File: config.mk
export PLATFORM = sky130hd
export DESIGN_NAME = rst_seq_gen
export DESIGN_NICKNAME = d
export VERILOG_FILES = /design/src/rtl/rst_seq_pkg.sv /design/src/rtl/ch_clk_div.sv /design/src/rtl/rst_seq_gen.sv
export SDC_FILE = /design/constraint.sdc
export NUM_CORES = 1
export LEC_CHECK = 0
export ABC_CLOCK_PERIOD_IN_PS = 5050
export BUFFER_PORTS_ARGS = -buffer_cell sky130_fd_sc_hd__buf_2
export CAP_MARGIN = 5
export CORE_MARGIN = 2
export CORE_UTILIZATION = 30
export CTS_CLUSTER_DIAMETER = 200
export DETAILED_ROUTE_END_ITERATION = 16
export PLACE_DENSITY = 0.51
export SLEW_MARGIN = 15
export SYNTH_ARGS = -nofsm -noshare
export SYNTH_HDL_FRONTEND = slang
export SYNTH_HIERARCHICAL = 1
export SYNTH_SLANG_ARGS = --single-unit
File: constraint.sdc
create_clock -name clk_fr -period 5.05 [get_ports clk_fr]
set_input_delay 0.7575 -clock clk_fr [delete_from_list [all_inputs] [get_ports clk_fr]]
set_output_delay 0.7575 -clock clk_fr [all_outputs]
set_load 0.005 [all_outputs]
File: src/rtl/rst_seq_pkg.sv
// Shared types and elaboration-time parameter checks for the reset sequencer.
package rst_seq_pkg;

    typedef enum logic [2:0] {
        RESET     = 3'd0,
        COUNT     = 3'd1,
        RELEASE   = 3'd2,
        RUN       = 3'd3,
        SOFT_HOLD = 3'd4,
        SOFT_REL  = 3'd5,
        ACK       = 3'd6
    } state_e;

    function automatic int max_cnt(int rst_cycles, int stagger);
        return (rst_cycles > stagger) ? rst_cycles : stagger;
    endfunction

    // The hold/stagger counter only ever reaches max-1, but keep headroom for max itself.
    function automatic bit params_ok(int num_ch, int rst_cycles, int stagger,
                                     int sync_stages, int div_w, int cnt_w);
        return (num_ch >= 1) && (num_ch <= 16) &&
               (rst_cycles >= 1) && (stagger >= 1) &&
               (sync_stages >= 2) && (div_w >= 1) &&
               (cnt_w >= 1) && (cnt_w <= 30) &&
               (max_cnt(rst_cycles, stagger) < (1 << cnt_w));
    endfunction

endpackage

File: src/rtl/ch_clk_div.sv
// Per-channel clock-enable divider: one enable every (ratio+1) cycles while the channel is out of reset.
module ch_clk_div
    import rst_seq_pkg::*;
#(
    parameter int DIV_W = 4
) (
    input  logic             clk_fr,
    input  logic             rst,
    input  logic             ch_rst_n,
    input  logic [DIV_W-1:0] div_ratio,
    output logic             ch_clk_en
);

    logic [DIV_W-1:0] div_cnt;
    logic [DIV_W-1:0] ratio_q;
    logic [DIV_W-1:0] ratio_eff;

    // A new period starts at div_cnt==0, so that is where the live ratio is taken.
    assign ratio_eff = (div_cnt == '0) ? div_ratio : ratio_q;

    always_ff @(posedge clk_fr or negedge rst) begin
        if (!rst) begin
            div_cnt <= '0;
            ratio_q <= '0;
        end else begin
            if (div_cnt == '0) begin
                ratio_q <= div_ratio;
            end
            if (!ch_rst_n) begin
                div_cnt <= '0;
            end else if (div_cnt == ratio_eff) begin
                div_cnt <= '0;
            end else begin
                div_cnt <= div_cnt + DIV_W'(1);
            end
        end
    end

    assign ch_clk_en = ch_rst_n & (div_cnt == '0);

endmodule

File: src/rtl/rst_seq_gen.sv
// Reset sequencer: synchronises rst, releases channel resets in staggered order,
// and services a four-phase soft reset of a masked channel subset.
module rst_seq_gen
    import rst_seq_pkg::*;
#(
    parameter int NUM_CH      = 4,
    parameter int RST_CYCLES  = 5,
    parameter int STAGGER     = 4,
    parameter int SYNC_STAGES = 2,
    parameter int DIV_W       = 4,
    parameter int CNT_W       = 8
) (
    input  logic                    clk_fr,
    input  logic                    rst,
    input  logic                    sw_rst_req,
    output logic                    sw_rst_ack,
    input  logic [NUM_CH-1:0]       ch_mask,
    input  logic [NUM_CH*DIV_W-1:0] div_ratio,
    output logic [NUM_CH-1:0]       ch_rst_n,
    output logic [NUM_CH-1:0]       ch_clk_en,
    output logic                    seq_done,
    output logic [2:0]              state
);

    if (!params_ok(NUM_CH, RST_CYCLES, STAGGER, SYNC_STAGES, DIV_W, CNT_W)) begin : g_param_check
        $fatal(1, "rst_seq_gen: parameter out of range");
    end

    logic [SYNC_STAGES-1:0] sync_q;
    logic                   rst_sync;

    always_ff @(posedge clk_fr or negedge rst) begin
        if (!rst) begin
            sync_q <= '0;
        end else begin
            sync_q <= {sync_q[SYNC_STAGES-2:0], 1'b1};
        end
    end

    assign rst_sync = sync_q[SYNC_STAGES-1];

    state_e            state_q, state_nx;
    logic [CNT_W-1:0]  cnt_q, cnt_nx;
    logic [NUM_CH-1:0] pend_q, pend_nx;
    logic [NUM_CH-1:0] ch_rst_q, ch_rst_nx;
    logic              done_q, done_nx;
    logic              ack_q, ack_nx;
    logic [NUM_CH-1:0] low_bit, rel_rst, rel_pend;

    // pend_q holds channels still waiting for release; the lowest set bit goes next.
    assign low_bit  = pend_q & (~pend_q + NUM_CH'(1));
    assign rel_rst  = ch_rst_q | low_bit;
    assign rel_pend = pend_q & ~low_bit;

    always_ff @(posedge clk_fr or negedge rst) begin
        if (!rst) begin
            state_q  <= RESET;
            cnt_q    <= '0;
            pend_q   <= '0;
            ch_rst_q <= '0;
            done_q   <= 1'b0;
            ack_q    <= 1'b0;
        end else begin
            state_q  <= state_nx;
            cnt_q    <= cnt_nx;
            pend_q   <= pend_nx;
            ch_rst_q <= ch_rst_nx;
            done_q   <= done_nx;
            ack_q    <= ack_nx;
        end
    end

    always_comb begin
        state_nx  = state_q;
        cnt_nx    = cnt_q;
        pend_nx   = pend_q;
        ch_rst_nx = ch_rst_q;
        done_nx   = done_q;
        ack_nx    = ack_q;
        case (state_q)
            RESET: begin
                if (rst_sync) begin
                    state_nx = COUNT;
                    cnt_nx   = '0;
                    pend_nx  = '1;
                end
            end
            COUNT: begin
                if (cnt_q == CNT_W'(RST_CYCLES - 1)) begin
                    cnt_nx    = '0;
                    ch_rst_nx = rel_rst;
                    pend_nx   = rel_pend;
                    if (rel_pend == '0) begin
                        state_nx = RUN;
                        done_nx  = 1'b1;
                    end else begin
                        state_nx = RELEASE;
                    end
                end else begin
                    cnt_nx = cnt_q + CNT_W'(1);
                end
            end
            RELEASE: begin
                if (cnt_q == CNT_W'(STAGGER - 1)) begin
                    cnt_nx    = '0;
                    ch_rst_nx = rel_rst;
                    pend_nx   = rel_pend;
                    if (rel_pend == '0) begin
                        state_nx = RUN;
                        done_nx  = 1'b1;
                    end
                end else begin
                    cnt_nx = cnt_q + CNT_W'(1);
                end
            end
            RUN: begin
                if (sw_rst_req && !ack_q) begin
                    state_nx  = SOFT_HOLD;
                    cnt_nx    = '0;
                    pend_nx   = ch_mask;
                    ch_rst_nx = ch_rst_q & ~ch_mask;
                    done_nx   = 1'b0;
                end
            end
            SOFT_HOLD: begin
                // The first masked channel comes out on the same edge the hold ends.
                if (cnt_q == CNT_W'(RST_CYCLES - 1)) begin
                    cnt_nx = '0;
                    if (pend_q == '0) begin
                        state_nx = SOFT_REL;
                    end else begin
                        ch_rst_nx = rel_rst;
                        pend_nx   = rel_pend;
                        if (rel_pend == '0) begin
                            state_nx = ACK;
                            ack_nx   = 1'b1;
                        end else begin
                            state_nx = SOFT_REL;
                        end
                    end
                end else begin
                    cnt_nx = cnt_q + CNT_W'(1);
                end
            end
            SOFT_REL: begin
                if (pend_q == '0) begin
                    state_nx = ACK;
                    ack_nx   = 1'b1;
                end else if (cnt_q == CNT_W'(STAGGER - 1)) begin
                    cnt_nx    = '0;
                    ch_rst_nx = rel_rst;
                    pend_nx   = rel_pend;
                    if (rel_pend == '0) begin
                        state_nx = ACK;
                        ack_nx   = 1'b1;
                    end
                end else begin
                    cnt_nx = cnt_q + CNT_W'(1);
                end
            end
            ACK: begin
                if (!sw_rst_req) begin
                    state_nx = RUN;
                    ack_nx   = 1'b0;
                    done_nx  = 1'b1;
                end
            end
            default: begin
                state_nx = RESET;
            end
        endcase
    end

    for (genvar k = 0; k < NUM_CH; k++) begin : g_ch
        ch_clk_div #(
            .DIV_W(DIV_W)
        ) u_div (
            .clk_fr    (clk_fr),
            .rst       (rst),
            .ch_rst_n  (ch_rst_q[k]),
            .div_ratio (div_ratio[k*DIV_W +: DIV_W]),
            .ch_clk_en (ch_clk_en[k])
        );
    end

    assign ch_rst_n   = ch_rst_q;
    assign sw_rst_ack = ack_q;
    assign seq_done   = done_q;
    assign state      = state_q;

endmodule

==> out/qor.txt, run 1 <==
OUTCOME
--------------------------------------------------------------------------------
Run status                                                          complete, no violations

CRITICAL PATH
--------------------------------------------------------------------------------
Cell Chain, Critical Path                                           inv_1, nand3_1, o211ai_1, or3_4, mux2_4
Largest stage delay on the critical path                                 0.82 ns
Biggest fanout along the worst timing path                                    25
Count of buffer and inverter cells on the critical path                        1
Class of the most critical setup path                               flip-flop to flip-flop
Crit-path leading delay family                                      compound AO/OA/AOI/OAI gates
Arrival time of the worst setup path                                     2.80 ns
Type of destination of the critical path                               flip-flop
Setup slack, reg-to-reg                                                  2.43 ns
Worst endpoint required time                                             5.23 ns
Cell with the biggest individual delay on the critical path         sky130_fd_sc_hd__o211ai_1
Crit path launch type                                                  flip-flop

GRT
--------------------------------------------------------------------------------
Pin count of the biggest net entering global routing                          56
GRT overflow                                                                   0
Number of antenna violations at the first check in global routing              0
Global-route wire length before repair                                  12870 um
Total global routing track utilization                                    12.27%
Via count of the first global-routing pass                                  2660

STA
--------------------------------------------------------------------------------
Setup repair after global routing missed its margin                           no
Final sum of negative setup slack                                           0 ns
Pins Over Slew Limit                                                           0
Final hold violation count                                                     0
Final worst-path cycle share                                              51.83%
Final critical-path required period                                     2.618 ns
Min Hold Slack                                                         0.3585 ns
Worst slew margin                                                         31.54%
FMAX                                                                  0.3820 GHz
Worst Tran Pin Value                                                    1.027 ns
Setup Viol. Count Final                                                        0
Final setup skew                                                     0.007926 ns

FLOORPLAN
--------------------------------------------------------------------------------
Floorplan die width                                                     110.8 um
Core ar.                                                             11270 sq um
Top-Level Pins                                                                36
Die Area                                                             12280 sq um
Initial cell density of the core                                          30.36%
Height of the die                                                       110.8 um
Std-Cell Rows                                                                 39

PWR
--------------------------------------------------------------------------------
Peak ir drop on the vdd network                                      0.0001748 V
Cell Pwr Density                                                    558.6 nW/um^2
Static Leakage                                                          1.611 nW

CLOCKING
--------------------------------------------------------------------------------
Clock buffer depth                                                             2
CTS tree                                                                   built
Htree depth                                                                    2
Insertion delay to the later sink of the worst-skew pair                 0.29 ns
CTS clk-pin slew, worst paths                                            0.08 ns
Post-cts hold buffer count                                                     0
Resized cells post-CTS                                                         0
TritonCTS buffer count                                                         5
Clock root buffer master                                            sky130_fd_sc_hd__clkbuf_16
Clock sink count                                                              55
Post-CTS setup buffer count                                                    0

SYNTH
--------------------------------------------------------------------------------
Largest cells by area after synthesis                               sky130_fd_sc_hd__dfrtp_1 (40%), sky130_fd_sc_hd__mux2_2 (3.9%), sky130_fd_sc_hd__ha_1 (3.7%)
Share of the synthesized area in the top cell type                        40.22%
Yosys reg bits                                                                55
Post-synth EDFFs                                                               0
Async SR Flop Fraction                                                    100.0%
Sequential share of the synthesized area                                  40.22%
Per-instance average area after synthesis                            9.862 sq um
Cell type contributing the most total cell area after synthesis     sky130_fd_sc_hd__dfrtp_1
Total nets after synthesis                                                   380
Synthesized netlist cell count                                               347
Post-synthesis instance area                                          3422 sq um
Yosys cell types                                                              56
Synth warnings                                                                 6
Primary FF master, synth                                            sky130_fd_sc_hd__dfrtp_1

DETAILED ROUTING
--------------------------------------------------------------------------------
Detailed router's first-iteration violation count                            290
Iteration count of the initial detailed-routing pass                           4
Via total after detailed routing                                            2715
Vias per cell                                                              5.201
Remaining design rule violation count                                          0
Routed WL                                                                7388 um
Remaining antenna violation count                                              0
Post-detailed-route wirelength per cell                                 14.15 um

PLACEMENT
--------------------------------------------------------------------------------
Count of input and output buffers                                             35
Routability congestion estimate from global placement                     0.8602
Final HPWL from detailed placement                                       5254 um

LAYOUT
--------------------------------------------------------------------------------
Number of inserted diodes                                                      0
Area growth, synth to finish                                              13.20%
Filler Cells Inserted                                                       1157
Number of nets in the layout                                                 411
Fraction of final layout cells sized beyond drive strength 1              19.26%
Commonest non-fill, non-tap cell in the layout                      sky130_fd_sc_hd__dfrtp_1
Commonest non-fill, non-tap cells in the layout                     sky130_fd_sc_hd__dfrtp_1 (55), sky130_fd_sc_hd__buf_2 (35), sky130_fd_sc_hd__inv_1 (21), sky130_fd_sc_hd__nor2_1 (21), sky130_fd_sc_hd__nand2_1 (19)

WORST HOLD PATH
--------------------------------------------------------------------------------
Class of the tightest hold or removal check                         flip-flop to flip-flop

FLOW RUN
--------------------------------------------------------------------------------
Maximum capacitance violations                                                 0

-- layout make-up --
cell class | count | area [sq um] | area share (%)
clock inverters | 3 | 22.52 | 0.5814
clock buffers | 5 | 125.1 | 3.230
multi-input cells | 259 | 1909 | 49.29
inverters | 21 | 78.83 | 2.035
well taps | 143 | 178.9 | 4.619
flip-flops and latches | 55 | 1376 | 35.53
repair buffers | 36 | 182.7 | 4.716
-- cells in the mapped netlist, types with 3 or more instances --
| master | count |
|---|---|
| sky130_fd_sc_hd__a21oi_1 | 12 |
| sky130_fd_sc_hd__a221oi_1 | 6 |
| sky130_fd_sc_hd__a2bb2oi_1 | 5 |
| sky130_fd_sc_hd__a311oi_1 | 12 |
| sky130_fd_sc_hd__a31oi_1 | 6 |
| sky130_fd_sc_hd__a32oi_1 | 4 |
| sky130_fd_sc_hd__and2_1 | 5 |
| sky130_fd_sc_hd__buf_2 | 10 |
| sky130_fd_sc_hd__dfrtp_1 | 55 |
| sky130_fd_sc_hd__ha_1 | 10 |
| sky130_fd_sc_hd__inv_1 | 21 |
| sky130_fd_sc_hd__mux2_2 | 12 |
| sky130_fd_sc_hd__mux2_4 | 5 |
| sky130_fd_sc_hd__mux2i_1 | 4 |
| sky130_fd_sc_hd__nand2_1 | 19 |
| sky130_fd_sc_hd__nand2b_1 | 11 |
| sky130_fd_sc_hd__nand3_1 | 8 |
| sky130_fd_sc_hd__nor2_1 | 21 |
| sky130_fd_sc_hd__nor2b_1 | 5 |
| sky130_fd_sc_hd__nor3_1 | 15 |
| sky130_fd_sc_hd__nor3b_4 | 4 |
| sky130_fd_sc_hd__nor4b_1 | 3 |
| sky130_fd_sc_hd__o211ai_1 | 3 |
| sky130_fd_sc_hd__o21ai_0 | 14 |
| sky130_fd_sc_hd__o22ai_1 | 3 |
| sky130_fd_sc_hd__o31ai_1 | 9 |
| sky130_fd_sc_hd__o41ai_1 | 3 |
| sky130_fd_sc_hd__or3_1 | 8 |
| sky130_fd_sc_hd__xnor2_1 | 12 |
| sky130_fd_sc_hd__xor2_1 | 5 |
-- per-stage QoR --
step / power (mW) / area [sq um] / cells / util, % / setup WS (ns)
floorplan: 1.567 / 3422 / 347 / - / 2.991
global placement: 1.811 / 3726 / 514 / 33.06 / 2.420
detailed placement: 1.816 / 3726 / 514 / 33.06 / 2.393
CTS: 2.183 / 3874 / 522 / 34.37 / 2.491
global route: 2.354 / 3874 / 522 / 34.37 / 2.195
finish: 2.164 / 3874 / 522 / 34.37 / 2.432
-- layer usage --
layer	vias to the layer above	GRT usage, %	wire length [um]
li1	1355	-	-
met1	1321	17.48	3735
met2	37	19.71	3413
met3	2	2.242	208
met4	0	2.250	31
met5	-	0	0
-- power breakdown --
| group | internal, mW | switching, mW |
|---|---|---|
| registers | 0.561 | 0.190 |
| logic | 0.481 | 0.580 |
| clock network | 0.186 | 0.166 |
| total | 1.23 | 0.936 |
-- final timing paths --
check / startpoint / end / cells past startpoint
worst min register to register: sync_q[0]$_DFF_PN0_ / sync_q[1]$_DFF_PN0_ / 0
max in group asynchronous: rst / cnt_q[3]$_DFFE_PN0P_ / 2
worst max-delay path: state[2]$_DFFE_PN0P_ / pend_q[0]$_DFFE_PN0P_ / 5
worst max register to register: state[2]$_DFFE_PN0P_ / pend_q[0]$_DFFE_PN0P_ / 5
min in group asynchronous: rst / g_ch[0].u_div/ratio_q[2]$_DFF_PN0_ / 2
worst min-delay path: sync_q[0]$_DFF_PN0_ / sync_q[1]$_DFF_PN0_ / 0
-- cells by family after synthesis --
| group | Yosys count | share of synthesized area (%) |
|---|---|---|
| AO/OA/AOI/OAI | 92 | 19.42 |
| buffers and inverters | 33 | 3.986 |
| multiplexers | 21 | 7.313 |
| flip-flops | 55 | 40.22 |
| XOR/XNOR | 17 | 4.351 |
| other | 1 | 0.1096 |
| adder cells (fa/ha/maj) | 10 | 3.656 |
| AND/OR/NAND/NOR | 118 | 20.95 |
-- sequential cells by signal (all words and copies together) (netlist names) --
name and cells:
g_ch.u_div/ratio_q 16, ch_rst_n 4, seq_done 1, sw_rst_ack 1, cnt_q 8, g_ch.u_div/div_cnt 16
pend_q 4, sync_q 2, state 3
(Power assumes the default switching activity.)
==> run 2: changes to the inputs <==
Settings changed: ABC_AREA set to 1, ABC_CLOCK_PERIOD_IN_PS 5050 to 2200, PLACE_DENSITY 0.51 to 0.53.
Clock period 5.05 ns to 2.2 ns, I/O delays scaled along.
==> run 2 against run 1 <==
Combinational power rose to 2.9 times the previous value. Area after synthesis up 12%. Critical endpoint is now ch_clk_en[2]. Setup slack worse by 2.1 ns. First-iteration DRC count down 55%. Final cell count up 41%. Utilization down 0.46 points. Clock power up 140%. Flip-flop and latch count unchanged. Non-clock buffer count up 2. The flow now finishes with violations (negative hold slack). Power rose to 2.6 times the previous value. Sequential power up 130%.
==> out/qor.txt, run 2 <==
CRITICAL PATH
--------------------------------------------------------------------------------
Cell Chain, Critical Path                                           inv_1, ha_1, nand2_4, nor2_1, buf_2   was inv_1, nand3_1, o211ai_1, or3_4, mux2_4
Worst-case reg-to-reg path depth                                              10   was 5
Count of buffer and inverter cells on the critical path                        2   was 1
Critical R2R Launch                                                 state[0]$_DFFE_PN0P_   was state[2]$_DFFE_PN0P_
Cell with the biggest individual delay on the critical path         sky130_fd_sc_hd__dfrtp_1   was sky130_fd_sc_hd__o211ai_1
Biggest fanout along the worst timing path                                     8   was 25
Largest stage delay on the critical path                                 0.41 ns   was 0.82 ns
Reg2reg end                                                         ch_rst_n[0]$_DFFE_PN0P_   was pend_q[0]$_DFFE_PN0P_
Setup slack, reg-to-reg                                                  0.48 ns   was 2.43 ns
Crit-path leading delay family                                        flip-flops   was compound AO/OA/AOI/OAI gates
Type of destination of the critical path                            primary output   was flip-flop
Arrival time of the worst setup path                                     1.54 ns   was 2.80 ns
Worst endpoint required time                                             1.87 ns   was 5.23 ns
Class of the most critical setup path                               flip-flop to primary output   was flip-flop to flip-flop
Crit path launch type                                                  flip-flop   unchanged

PLACEMENT
--------------------------------------------------------------------------------
Worst-case setup slack after placement                                 0.4908 ns   was 2.393 ns
Routability congestion estimate from global placement                     0.8758   was 0.8602
Number of placed instances with taps included                                730   was 514
Final HPWL from detailed placement                                       6290 um   was 5254 um
Count of input and output buffers                                             35   unchanged
Placed Instance Area                                                  4084 sq um   was 3726 sq um

CLOCKING
--------------------------------------------------------------------------------
Post-CTS setup buffer count                                                    0   unchanged
CTS tree                                                                   built   unchanged
Htree depth                                                                    2   unchanged
Clock root buffer master                                            sky130_fd_sc_hd__clkbuf_16   unchanged
Resized cells post-CTS                                                         0   unchanged
Insertion delay to the later sink of the worst-skew pair                 0.29 ns   about the same
Clock buffer depth                                                             2   unchanged
Clock sink count                                                              55   unchanged
CTS clk-pin slew, worst paths                                            0.07 ns   was 0.08 ns
Post-cts hold buffer count                                                     0   unchanged
TritonCTS buffer count                                                         5   unchanged

SYNTH
--------------------------------------------------------------------------------
Per-instance average area after synthesis                            7.244 sq um   was 9.862 sq um
Yosys cell types                                                              34   was 56
Largest cells by area after synthesis                               sky130_fd_sc_hd__dfrtp_1 (36%), sky130_fd_sc_hd__nand2_1 (15%), sky130_fd_sc_hd__nand3_1 (11%)   was sky130_fd_sc_hd__dfrtp_1 (40%), sky130_fd_sc_hd__mux2_2 (3.9%), sky130_fd_sc_hd__ha_1 (3.7%)
Dominant cell by count in the synthesized netlist                   sky130_fd_sc_hd__nand2_1   was sky130_fd_sc_hd__dfrtp_1
Async SR Flop Fraction                                                    100.0%   unchanged
Cell type contributing the most total cell area after synthesis     sky130_fd_sc_hd__dfrtp_1   unchanged
Post-synth EDFFs                                                               0   unchanged
Yosys reg bits                                                                55   unchanged
Post-synthesis instance area                                          3817 sq um   was 3422 sq um
Sequential share of the synthesized area                                  36.05%   was 40.22%
Synthesized netlist cell count                                               527   was 347
Synth warnings                                                                 6   unchanged
Total nets after synthesis                                                   560   was 380
Share of the synthesized area in the top cell type                        36.05%   was 40.22%
Most numerous cell types in the synthesized netlist                 sky130_fd_sc_hd__nand2_1 (154), sky130_fd_sc_hd__nand3_1 (82), sky130_fd_sc_hd__inv_1 (69), sky130_fd_sc_hd__dfrtp_1 (55), sky130_fd_sc_hd__nor2_1 (38)   was sky130_fd_sc_hd__dfrtp_1 (55), sky130_fd_sc_hd__inv_1 (21), sky130_fd_sc_hd__nor2_1 (21), sky130_fd_sc_hd__nand2_1 (19), sky130_fd_sc_hd__nor3_1 (15)
Primary FF master, synth                                            sky130_fd_sc_hd__dfrtp_1   unchanged

LAYOUT
--------------------------------------------------------------------------------
Number of inserted diodes                                                      0   unchanged
Non-Filler Instances                                                         738   was 522
Commonest non-fill, non-tap cells in the layout                     sky130_fd_sc_hd__nand2_1 (154), sky130_fd_sc_hd__nand3_1 (82), sky130_fd_sc_hd__inv_1 (69)   was sky130_fd_sc_hd__dfrtp_1 (55), sky130_fd_sc_hd__buf_2 (35), sky130_fd_sc_hd__inv_1 (21), sky130_fd_sc_hd__nor2_1 (21), sky130_fd_sc_hd__nand2_1 (19)
Area growth, synth to finish                                              11.18%   was 13.20%
Fraction of final layout cells sized beyond drive strength 1              16.61%   was 19.26%
Registers with the most flip-flops                                  g_ch.u_div/div_cnt x16, g_ch.u_div/ratio_q x16, cnt_q x8   unchanged
Final design area excluding fillers                                   4244 sq um   was 3874 sq um
Filler Cells Inserted                                                       1399   was 1157
Finished Core Util                                                        33.91%   was 34.37%
Commonest non-fill, non-tap cell in the layout                      sky130_fd_sc_hd__nand2_1   was sky130_fd_sc_hd__dfrtp_1
Number of nets in the layout                                                 598   was 411

DETAILED ROUTING
--------------------------------------------------------------------------------
Remaining antenna violation count                                              0   unchanged
Vias per cell                                                              4.465   was 5.201
Post-detailed-route wirelength per cell                                 10.87 um   was 14.15 um
Detailed router's first-iteration violation count                            131   was 290
Remaining design rule violation count                                          0   unchanged
Via total after detailed routing                                            3295   was 2715
Routed WL                                                                8025 um   was 7388 um
Iteration count of the initial detailed-routing pass                           4   unchanged

STA
--------------------------------------------------------------------------------
Pins Over Slew Limit                                                           0   unchanged
Setup Viol. Count Final                                                        0   unchanged
Final critical-path required period                                     1.872 ns
FMAX                                                                  0.5343 GHz
Min Hold Slack                                                      -0.009288 ns   was 0.3585 ns
Setup repair after global routing missed its margin                           no   unchanged
Final sum of negative setup slack                                           0 ns   unchanged
Final setup skew                                                     0.005331 ns   was 0.007926 ns
Final critical-path setup slack                                        0.3283 ns   was 2.432 ns
Final hold violation count                                                    19   was 0
Final worst-path cycle share                                              85.08%

GRT
--------------------------------------------------------------------------------
Via count of the first global-routing pass                                  3229   was 2660
Global-route wire length before repair                                  14170 um   was 12870 um
Total global routing track utilization                                    12.72%   was 12.27%
Number of antenna violations at the first check in global routing              0   unchanged
GRT overflow                                                                   0   unchanged
Pin count of the biggest net entering global routing                          22   was 56

FLOORPLAN
--------------------------------------------------------------------------------
Std-Cell Rows                                                                 41   was 39
Height of the die                                                       116.8 um   was 110.8 um
Floorplan die width                                                     116.8 um   was 110.8 um
Die Area                                                             13640 sq um   was 12280 sq um
Top-Level Pins                                                                36   unchanged
Initial cell density of the core                                          30.50%   was 30.36%
Core ar.                                                             12520 sq um   was 11270 sq um

PWR
--------------------------------------------------------------------------------
Cell Pwr Density                                                    1326 nW/um^2   was 558.6 nW/um^2
Peak ir drop on the vdd network                                      0.0004033 V   was 0.0001748 V
Final Total Pwr                                                         5.627 mW   was 2.164 mW
Static Leakage                                                          2.229 nW   was 1.611 nW

FLOW RUN
--------------------------------------------------------------------------------
Maximum capacitance violations                                                 0   unchanged

WORST HOLD PATH
--------------------------------------------------------------------------------
Class of the tightest hold or removal check                         input pin to async pin   was flip-flop to flip-flop

OUTCOME
--------------------------------------------------------------------------------
Failing checks                                                      negative hold slack
Run status                                                          finished, violations left   was complete, no violations

run 2: changes by cell type after synthesis, moves of 9 or more:
cell / change
sky130_fd_sc_hd__a311oi_1: -12
sky130_fd_sc_hd__buf_2: -9
sky130_fd_sc_hd__inv_1: +48
sky130_fd_sc_hd__inv_2: +9
sky130_fd_sc_hd__mux2_2: -12
sky130_fd_sc_hd__nand2_1: +135
sky130_fd_sc_hd__nand2b_1: -11
sky130_fd_sc_hd__nand3_1: +74
sky130_fd_sc_hd__nor2_1: +17
sky130_fd_sc_hd__nor2_4: +10
sky130_fd_sc_hd__nor3_1: -12
sky130_fd_sc_hd__o21ai_0: +9
sky130_fd_sc_hd__xnor2_1: -12
run 2: worst max path at each step:
stage,from,to,cells past startpoint,slack [ns]
2_1_floorplan,cnt_q[0]$_DFFE_PN0P_,state[1]$_DFFE_PN0P_,9,0.69
3_3_place_gp,state[0]$_DFFE_PN0P_,ch_rst_n[0]$_DFFE_PN0P_,10,0.49
3_5_place_dp,state[0]$_DFFE_PN0P_,ch_rst_n[2]$_DFFE_PN0P_,10,0.49
4_1_cts,g_ch[2].u_div/div_cnt[0]$_DFF_PN0_,ch_clk_en[2],5,0.30
5_1_grt,g_ch[2].u_div/div_cnt[0]$_DFF_PN0_,ch_clk_en[2],5,0.19
6_report,g_ch[2].u_div/div_cnt[0]$_DFF_PN0_,ch_clk_en[2],5,0.33
run 2: power breakdown:
| part | total [mW] | internal [mW] | switching (mW) |
|---|---|---|---|
| Combinational | 3.07 | 1.10 | 1.97 |
| Sequential | 1.71 | 1.36 | 0.358 |
| Clock | 0.846 | 0.485 | 0.362 |
| Total | 5.63 | 2.94 | 2.69 |
run 2: area by class of cell:
class	count	area (sq um)	share of cell area, %
tap	172	215.2	5.071
inverter	82	317.8	7.488
multi-input combinational	383	1977	46.58
timing repair buffer	38	197.7	4.658
clock buffer	7	152.6	3.597
sequential	55	1376	32.43
clock inverter	1	7.507	0.1769
run 2: metal layers:
metal  wire, um  GRT usage, %  up-vias
met4         66         2.824        0
met2       3868         23.12       40
met1       3839         15.78     1502
li1           -             -     1748
met5          0             0        -
met3        251         2.214        5
run 2: cells by family (layout without fill, tap and decap cells):
group                      count (synthesis)  after routing  synth area share [%]
buffers and inverters                     89            128                 12.16
AOI/OAI and AO/OA                         53             53                 8.030
xor gates and xnor gates                   3              3                0.6884
adders and majority gates                 10             10                 3.278
other                                      1              1               0.09823
DFF                                       55             55                 36.05
and+or+nand+nor                          316            316                 39.69
